[src/rtl/sensor_mode_cfg_seq_if.sv]
// Register-write request/response bus between the mode sequencer
// and the I2C master.
interface sensor_mode_cfg_seq_if;
  logic        wr_valid_o;
  logic        wr_ready_i;
  logic [15:0] wr_addr_o;
  logic [7:0]  wr_data_o;
  logic        wr_resp_i;
  logic        wr_nack_i;

  modport master (
    output wr_valid_o,
    output wr_addr_o,
    output wr_data_o,
    input  wr_ready_i,
    input  wr_resp_i,
    input  wr_nack_i
  );

  modport slave (
    input  wr_valid_o,
    input  wr_addr_o,
    input  wr_data_o,
    output wr_ready_i,
    output wr_resp_i,
    output wr_nack_i
  );
endinterface

[src/rtl/sensor_mode_cfg_seq.sv]
// Powers up the image sensor and streams its mode-register table
// to the I2C master, retrying NACKed writes.
module sensor_mode_cfg_seq #(
  parameter int ROM_DEPTH = 105,
  parameter logic [ROM_DEPTH-1:0][23:0] MODE_ROM = '0,
  parameter int PWRUP_CYCLES = 1_000_000,
  parameter int GAP_CYCLES = 100,
  parameter int MAX_RETRY = 3,
  localparam int IW = $clog2(ROM_DEPTH+1)
) (
  input  logic          clk_i,
  input  logic          rst_n_i,
  input  logic          start_i,
  input  logic          abort_i,
  output logic          xclr_o,
  output logic          busy_o,
  output logic          done_o,
  output logic          error_o,
  output logic [IW-1:0] op_idx_o,
  sensor_mode_cfg_seq_if.master wr
);

  localparam int CMAX = (PWRUP_CYCLES > GAP_CYCLES) ?
                        PWRUP_CYCLES : GAP_CYCLES;
  localparam int CW = $clog2(CMAX+1);
  localparam int RW = (MAX_RETRY > 0) ? $clog2(MAX_RETRY+1) : 1;
  localparam logic [CW-1:0] PW_LAST = CW'(PWRUP_CYCLES-1);
  localparam logic [CW-1:0] GAP_LAST =
    (GAP_CYCLES == 0) ? '0 : CW'(GAP_CYCLES-1);
  localparam logic [IW-1:0] IDX_END = IW'(ROM_DEPTH);
  localparam logic [RW-1:0] RETRY_MAX = RW'(MAX_RETRY);

  typedef enum logic [2:0] {
    S_IDLE,
    S_PWRUP,
    S_ISSUE,
    S_WAIT,
    S_GAP,
    S_DONE,
    S_ERROR
  } state_t;

  state_t          r_state, w_state_n;
  logic [CW-1:0]   r_cnt, w_cnt_n;
  logic [RW-1:0]   r_retry, w_retry_n;
  logic [IW-1:0]   r_idx, w_idx_n;
  logic            r_xclr, w_xclr_n;
  logic            r_busy, w_busy_n;
  logic            r_done, w_done_n;
  logic            r_err, w_err_n;
  logic            r_valid, w_valid_n;
  logic [15:0]     r_addr, w_addr_n;
  logic [7:0]      r_data, w_data_n;
  logic [23:0]     w_rom;
  logic            w_hs;
  logic            w_active;

  always_comb begin
    w_rom = '0;
    for (int k = 0; k < ROM_DEPTH; k++) begin
      if (r_idx == IW'(k)) w_rom = MODE_ROM[k];
    end
  end

  assign w_hs = wr.wr_valid_o && wr.wr_ready_i;
  assign w_active = (r_state == S_PWRUP) || (r_state == S_ISSUE) ||
                    (r_state == S_WAIT) || (r_state == S_GAP);

  always_ff @(posedge clk_i or negedge rst_n_i) begin
    if (!rst_n_i) begin
      r_state <= S_IDLE;
      r_cnt   <= '0;
      r_retry <= '0;
      r_idx   <= '0;
      r_xclr  <= 1'b0;
      r_busy  <= 1'b0;
      r_done  <= 1'b0;
      r_err   <= 1'b0;
      r_valid <= 1'b0;
      r_addr  <= '0;
      r_data  <= '0;
    end else begin
      r_state <= w_state_n;
      r_cnt   <= w_cnt_n;
      r_retry <= w_retry_n;
      r_idx   <= w_idx_n;
      r_xclr  <= w_xclr_n;
      r_busy  <= w_busy_n;
      r_done  <= w_done_n;
      r_err   <= w_err_n;
      r_valid <= w_valid_n;
      r_addr  <= w_addr_n;
      r_data  <= w_data_n;
    end
  end

  always_comb begin
    w_state_n = r_state;
    w_cnt_n   = r_cnt;
    w_retry_n = r_retry;
    w_idx_n   = r_idx;
    w_xclr_n  = r_xclr;
    w_busy_n  = r_busy;
    w_done_n  = r_done;
    w_err_n   = r_err;
    w_valid_n = r_valid;
    w_addr_n  = r_addr;
    w_data_n  = r_data;

    unique case (r_state)
      S_IDLE, S_DONE, S_ERROR: begin
        if (start_i) begin
          w_state_n = S_PWRUP;
          w_cnt_n   = '0;
          w_retry_n = '0;
          w_idx_n   = '0;
          w_done_n  = 1'b0;
          w_err_n   = 1'b0;
          w_xclr_n  = 1'b1;
          w_busy_n  = 1'b1;
        end
      end
      S_PWRUP: begin
        if (r_cnt == PW_LAST) begin
          w_state_n = S_ISSUE;
          w_valid_n = 1'b1;
          w_addr_n  = w_rom[23:8];
          w_data_n  = w_rom[7:0];
        end else begin
          w_cnt_n = r_cnt + CW'(1);
        end
      end
      S_ISSUE: begin
        if (w_hs) begin
          w_state_n = S_WAIT;
          w_valid_n = 1'b0;
        end
      end
      S_WAIT: begin
        if (wr.wr_resp_i) begin
          w_cnt_n = '0;
          if (!wr.wr_nack_i) begin
            w_state_n = S_GAP;
            w_retry_n = '0;
            w_idx_n   = r_idx + IW'(1);
          end else if (r_retry < RETRY_MAX) begin
            w_state_n = S_GAP;
            w_retry_n = r_retry + RW'(1);
          end else begin
            w_state_n = S_ERROR;
            w_err_n   = 1'b1;
            w_busy_n  = 1'b0;
            w_xclr_n  = 1'b0;
          end
        end
      end
      S_GAP: begin
        if (r_cnt >= GAP_LAST) begin
          if (r_idx == IDX_END) begin
            w_state_n = S_DONE;
            w_done_n  = 1'b1;
            w_busy_n  = 1'b0;
          end else begin
            w_state_n = S_ISSUE;
            w_valid_n = 1'b1;
            w_addr_n  = w_rom[23:8];
            w_data_n  = w_rom[7:0];
          end
        end else begin
          w_cnt_n = r_cnt + CW'(1);
        end
      end
      default: begin
        w_state_n = S_IDLE;
      end
    endcase

    // abort overrides whatever the active state decided
    if (w_active && abort_i) begin
      w_state_n = S_ERROR;
      w_valid_n = 1'b0;
      w_err_n   = 1'b1;
      w_done_n  = 1'b0;
      w_busy_n  = 1'b0;
      w_xclr_n  = 1'b0;
    end
  end

  assign wr.wr_valid_o = r_valid & ~abort_i;
  assign wr.wr_addr_o  = r_addr;
  assign wr.wr_data_o  = r_data;
  assign xclr_o   = r_xclr;
  assign busy_o   = r_busy;
  assign done_o   = r_done;
  assign error_o  = r_err;
  assign op_idx_o = r_idx;

endmodule

[src/flat_wrapper.sv]
// flat-port wrapper written by rule: the top's interface ports become plain ports
module sensor_mode_cfg_seq_flat 
#(
  parameter int ROM_DEPTH = 105,
  parameter logic [ROM_DEPTH-1:0][23:0] MODE_ROM = '0,
  parameter int PWRUP_CYCLES = 1_000_000,
  parameter int GAP_CYCLES = 100,
  parameter int MAX_RETRY = 3,
  localparam int IW = $clog2(ROM_DEPTH+1)
)
  (clk_i, rst_n_i, start_i, abort_i, xclr_o, busy_o, done_o, error_o, op_idx_o, wr_wr_valid_o, wr_wr_addr_o, wr_wr_data_o, wr_wr_ready_i, wr_wr_resp_i, wr_wr_nack_i);
  sensor_mode_cfg_seq_if wr_i ();
  input  logic clk_i;
  input  logic rst_n_i;
  input  logic start_i;
  input  logic abort_i;
  output logic xclr_o;
  output logic busy_o;
  output logic done_o;
  output logic error_o;
  output logic [IW-1:0] op_idx_o;
  output wire logic [$bits(wr_i.wr_valid_o)-1:0] wr_wr_valid_o;
  output wire logic [$bits(wr_i.wr_addr_o)-1:0] wr_wr_addr_o;
  output wire logic [$bits(wr_i.wr_data_o)-1:0] wr_wr_data_o;
  input wire logic [$bits(wr_i.wr_ready_i)-1:0] wr_wr_ready_i;
  input wire logic [$bits(wr_i.wr_resp_i)-1:0] wr_wr_resp_i;
  input wire logic [$bits(wr_i.wr_nack_i)-1:0] wr_wr_nack_i;
  assign wr_wr_valid_o = wr_i.wr_valid_o;
  assign wr_wr_addr_o = wr_i.wr_addr_o;
  assign wr_wr_data_o = wr_i.wr_data_o;
  assign wr_i.wr_ready_i = wr_wr_ready_i;
  assign wr_i.wr_resp_i = wr_wr_resp_i;
  assign wr_i.wr_nack_i = wr_wr_nack_i;
  sensor_mode_cfg_seq #(.ROM_DEPTH(ROM_DEPTH), .MODE_ROM(MODE_ROM), .PWRUP_CYCLES(PWRUP_CYCLES), .GAP_CYCLES(GAP_CYCLES), .MAX_RETRY(MAX_RETRY)) u_core (.clk_i(clk_i), .rst_n_i(rst_n_i), .start_i(start_i), .abort_i(abort_i), .xclr_o(xclr_o), .busy_o(busy_o), .done_o(done_o), .error_o(error_o), .op_idx_o(op_idx_o), .wr(wr_i));
endmodule
[config.mk]
export PLATFORM = sky130hd
export DESIGN_NAME = sensor_mode_cfg_seq_flat
export DESIGN_NICKNAME = d
export VERILOG_FILES = /design/src/rtl/sensor_mode_cfg_seq_if.sv /design/src/rtl/sensor_mode_cfg_seq.sv /design/src/flat_wrapper.sv
export SDC_FILE = /design/constraint.sdc
export NUM_CORES = 1
export LEC_CHECK = 0
export ABC_CLOCK_PERIOD_IN_PS = 5900
export BUFFER_PORTS_ARGS = -buffer_cell sky130_fd_sc_hd__buf_2
export CAP_MARGIN = 20
export CORE_MARGIN = 2
export CORE_UTILIZATION = 50
export DETAILED_ROUTE_END_ITERATION = 16
export PLACE_DENSITY = 0.72
export SKIP_CTS_REPAIR_TIMING = 1
export SYNTH_ARGS = -nofsm -noshare
export SYNTH_HDL_FRONTEND = slang
export SYNTH_SLANG_ARGS = --single-unit
[constraint.sdc]
create_clock -name clk_i -period 5.9 [get_ports clk_i]
set_input_delay 0 -clock clk_i [delete_from_list [all_inputs] [get_ports clk_i]]
set_output_delay 0 -clock clk_i [all_outputs]
set_load 0.005 [all_outputs]
==> impl_metrics.yaml <==
run_status:
  outcome: "completed"
cts:
  cts.sinks: 37
  clock_latency_ns: 0.29
  cts_max_level: 2
  cts-buffers-inserted: 5
  cts_buffer_depth: 2
  clk_pin_slew_worst_paths_ns: 0.08
  root_buffer: "clkbuf_8"
  tritoncts: "yes"
yosys:
  synth-seq-cells: 37
  synthXorXnorAreaFrac_pct: 2.04
  synth_mux_area_share_pct: 1.56
  avgSynthCellArea_sq_um: 8.48
  synthAdderAreaFrac_pct: 2.73
  ys_warn_count: 0
  ys_types: 57
  synth_area_leaders: "dfrtp_1 (36%), buf_4 (7.0%), o21ai_0 (4.7%)"
  synth_top_area_cell: "dfrtp_1"
  synth_flop_cell: "dfrtp_1"
  synth-edff-count: 0
  synth.top_cell.area_share_pct: 36.0
  synth-simple-area-share_pct: 23.9
  synth_seq_area_share_pct: 36.0
  syn_area_sq_mm: 0.00257
  async_flop_share_pct: 100
  syn-instance-count: 303
  synth_compound_area_share_pct: 22.7
  synth_top_family_by_area: "simple AND/OR/NAND/NOR gates"
min_path:
  hp-class: "primary input to flip-flop"
  hold_depth: 3
grt:
  grt.overflow.total: 0
  antenna_found_initial: 0
  grt_use_met2_pct: 31.1
  use_met1_pct: 29.7
  grt_pass1_vias: 1952
  met3_usage_pct: 4.23
  grt_pass1_wl_microns: 9030
  busiest_layer: "met2"
  grt.total_usage_pct: 20.3
  grt_max_degree: 38
pwr:
  p_seq_share_pct: 34.7
  clkPwrFrac_pct: 16.8
  p_int_mw: 0.568
  power_frac_comb_pct: 48.5
  leakage_nw: 1.18
  power.density_mw_per_mm2: 391
  irDropWorstVdd_v: 0.000290
  p_sw_share_pct: 46.0
  net-switching-power_mw: 0.484
  fin_total_pwr_mw: 1.05
critical_path:
  r2r_start: "u_core.r_cnt[0]$_DFFE_PN0P_"
  reg2reg_depth: 7
  arrival_ns: 3.15
  startpoint: "u_core.r_cnt[0]$_DFFE_PN0P_"
  ff2ff_setup_slack_ns: 2.97
  crit_type: "flip-flop to flip-flop"
  cp-end-kind: "flip-flop"
  rr_endpoint: "u_core.r_cnt[17]$_DFFE_PN0P_"
  critPathLaunchType: "flip-flop"
  cp_max_fo: 31
  endpoint: "u_core.r_cnt[17]$_DFFE_PN0P_"
  crit_required_ns: 6.12
timing:
  max_slew_margin_pct: 44.6
  setup_violations: 0
  clock_skew_ns: 0.0115
  hold_viol: 0
  fin_setup_tns_ns: 0
  max_freq_ghz: 0.341
  report.final.slew_viol_count: 0
  worstMarginPinSlew_ns: 0.831
  rsz0062_at_grt: "no"
  min_period_ns: 2.93
  fin_crit_sh_pct: 49.6
cells_and_area:
  drive_above_1_share_pct: 11.4
  layout_commonest_cell: "dfrtp_1"
  syn_to_final_growth_pct: 4.72
  n_antenna_cell: 0
  fin_nets: 327
  layout_common_cells: "dfrtp_1 (37), o21ai_0 (24), conb_1 (24)"
  utilization_pct: 53.4
  seqCellArea_sq_um: 926
  fillers: 491
  final_area_sq_mm: 0.00269
  multiInputGateArea_sq_mm: 0.00145
die:
  rows: 26
  initial_utilization_pct: 51.0
  die_y_microns: 75.7
  core_sq_mm: 0.00504
  fp.dieW_microns: 75.7
  pin_count: 43
  dieArea_sq_mm: 0.00573
routing:
  detail_route.wirelength_microns: 5500
  vias: 2224
  drt_iter0_markers: 164
  post_drt_wl_per_cell_microns: 14.3
  ant_nets: 0
  drcViolationCount: 0
  viasPerCell: 5.76
  first_pass_iters: 4
placement:
  place_congestion: 0.820
  numPortBuffers: 18
  dp_hpwl_microns: 3880
  dpl_cell_area_sq_mm: 0.00259
flow_run:
  drv_cap: 0
==> metal layers <==
metal / wire length, microns / share of wire (%)
met1: 2630 / 48
met2: 2660 / 48
met3: 187 / 3.4
met4: 19 / 0.35
met5: 0 / 0
==> per-stage QoR <==
stage	std cells	hold slack (ns)	setup slack (ns)
floorplan	326	-0.296	3.43
global placement	377	0.143	3.05
detailed placement	377	0.161	2.97
CTS	385	-0.162	2.96
global route	386	0.0897	2.75
finish	386	0.0690	2.97
==> power by group through the flow <==
| stage | clock network (mW) | logic, mW | registers [mW] |
|---|---|---|---|
| finish | 0.177 | 0.510 | 0.365 |
| global route | 0.189 | 0.585 | 0.376 |
| CTS | 0.181 | 0.511 | 0.364 |
| detailed placement | 0 | 0.510 | 0.369 |
| global placement | 0 | 0.500 | 0.369 |
| floorplan | 0 | 0.456 | 0.328 |
==> Yosys cell counts, types with 2 or more instances <==
master	number
dfrtp_1	37
buf_4	24
o21ai_0	24
nand2_1	22
nor2_1	21
a21oi_1	19
inv_1	11
nand3_1	11
o31ai_1	10
clkbuf_1	9
nand4_1	7
nor3_1	7
or4_1	7
and3_1	6
nor2b_1	6
o211ai_1	5
xor2_1	5
ha_1	4
mux2i_1	4
nand4b_1	4
or2_2	4
or3_1	4
a22oi_1	3
a31oi_1	3
nand2b_1	3
nor4_1	3
a21o_1	2
a311o_1	2
a31o_2	2
buf_2	2
nand3b_1	2
o221ai_1	2
o22ai_1	2
o41ai_1	2
or4b_1	2
==> registers in the layout (all words and copies together) (netlist names), 2 cells and up <==
name,flops
u_core.r_retry,2
u_core.r_state,3
u_core.r_cnt,20
u_core.op_idx_o,7
==> final cells by class <==
class | instances | area share, %
multi-input cells | 241 | 53.9
flip-flops and latches | 37 | 34.4
repair buffers | 19 | 3.72
well taps | 70 | 3.25
clock buffers | 5 | 2.56
inverters | 11 | 1.53
clock inverters | 3 | 0.651
==> worst min path at each step <==
stage / endpoint / from
floorplan: u_core.busy_o$_DFFE_PN0P_ / rst_n_i
global placement: u_core.r_cnt[14]$_DFFE_PN0P_ / rst_n_i
detailed placement: u_core.r_cnt[16]$_DFFE_PN0P_ / rst_n_i
CTS: u_core.r_cnt[19]$_DFFE_PN0P_ / rst_n_i
global route: u_core.r_retry[1]$_DFFE_PN0P_ / wr_wr_nack_i
finish: u_core.r_retry[1]$_DFFE_PN0P_ / wr_wr_nack_i
==> kinds of logic (layout without fill, tap and decap cells) <==
kind of cell,after synthesis,count (layout)
XOR/XNOR,6,6
AO/OA/AOI/OAI,89,89
buffers and inverters,48,38
AND/OR/NAND/NOR,113,113
flip-flops,37,37
other,1,24
adder cells (fa/ha/maj),5,5
multiplexers,4,4
==> critical path, cell delays in order, from the launching register on <==
cell and delay (ns):
dfrtp_1 0.41, ha_1 0.24, or4_1 0.41, a311o_1 0.42, o21ai_2 0.15, nand3_2 0.42, or4_1 0.65, a21oi_1 0.15
(Power assumes the default switching activity.)
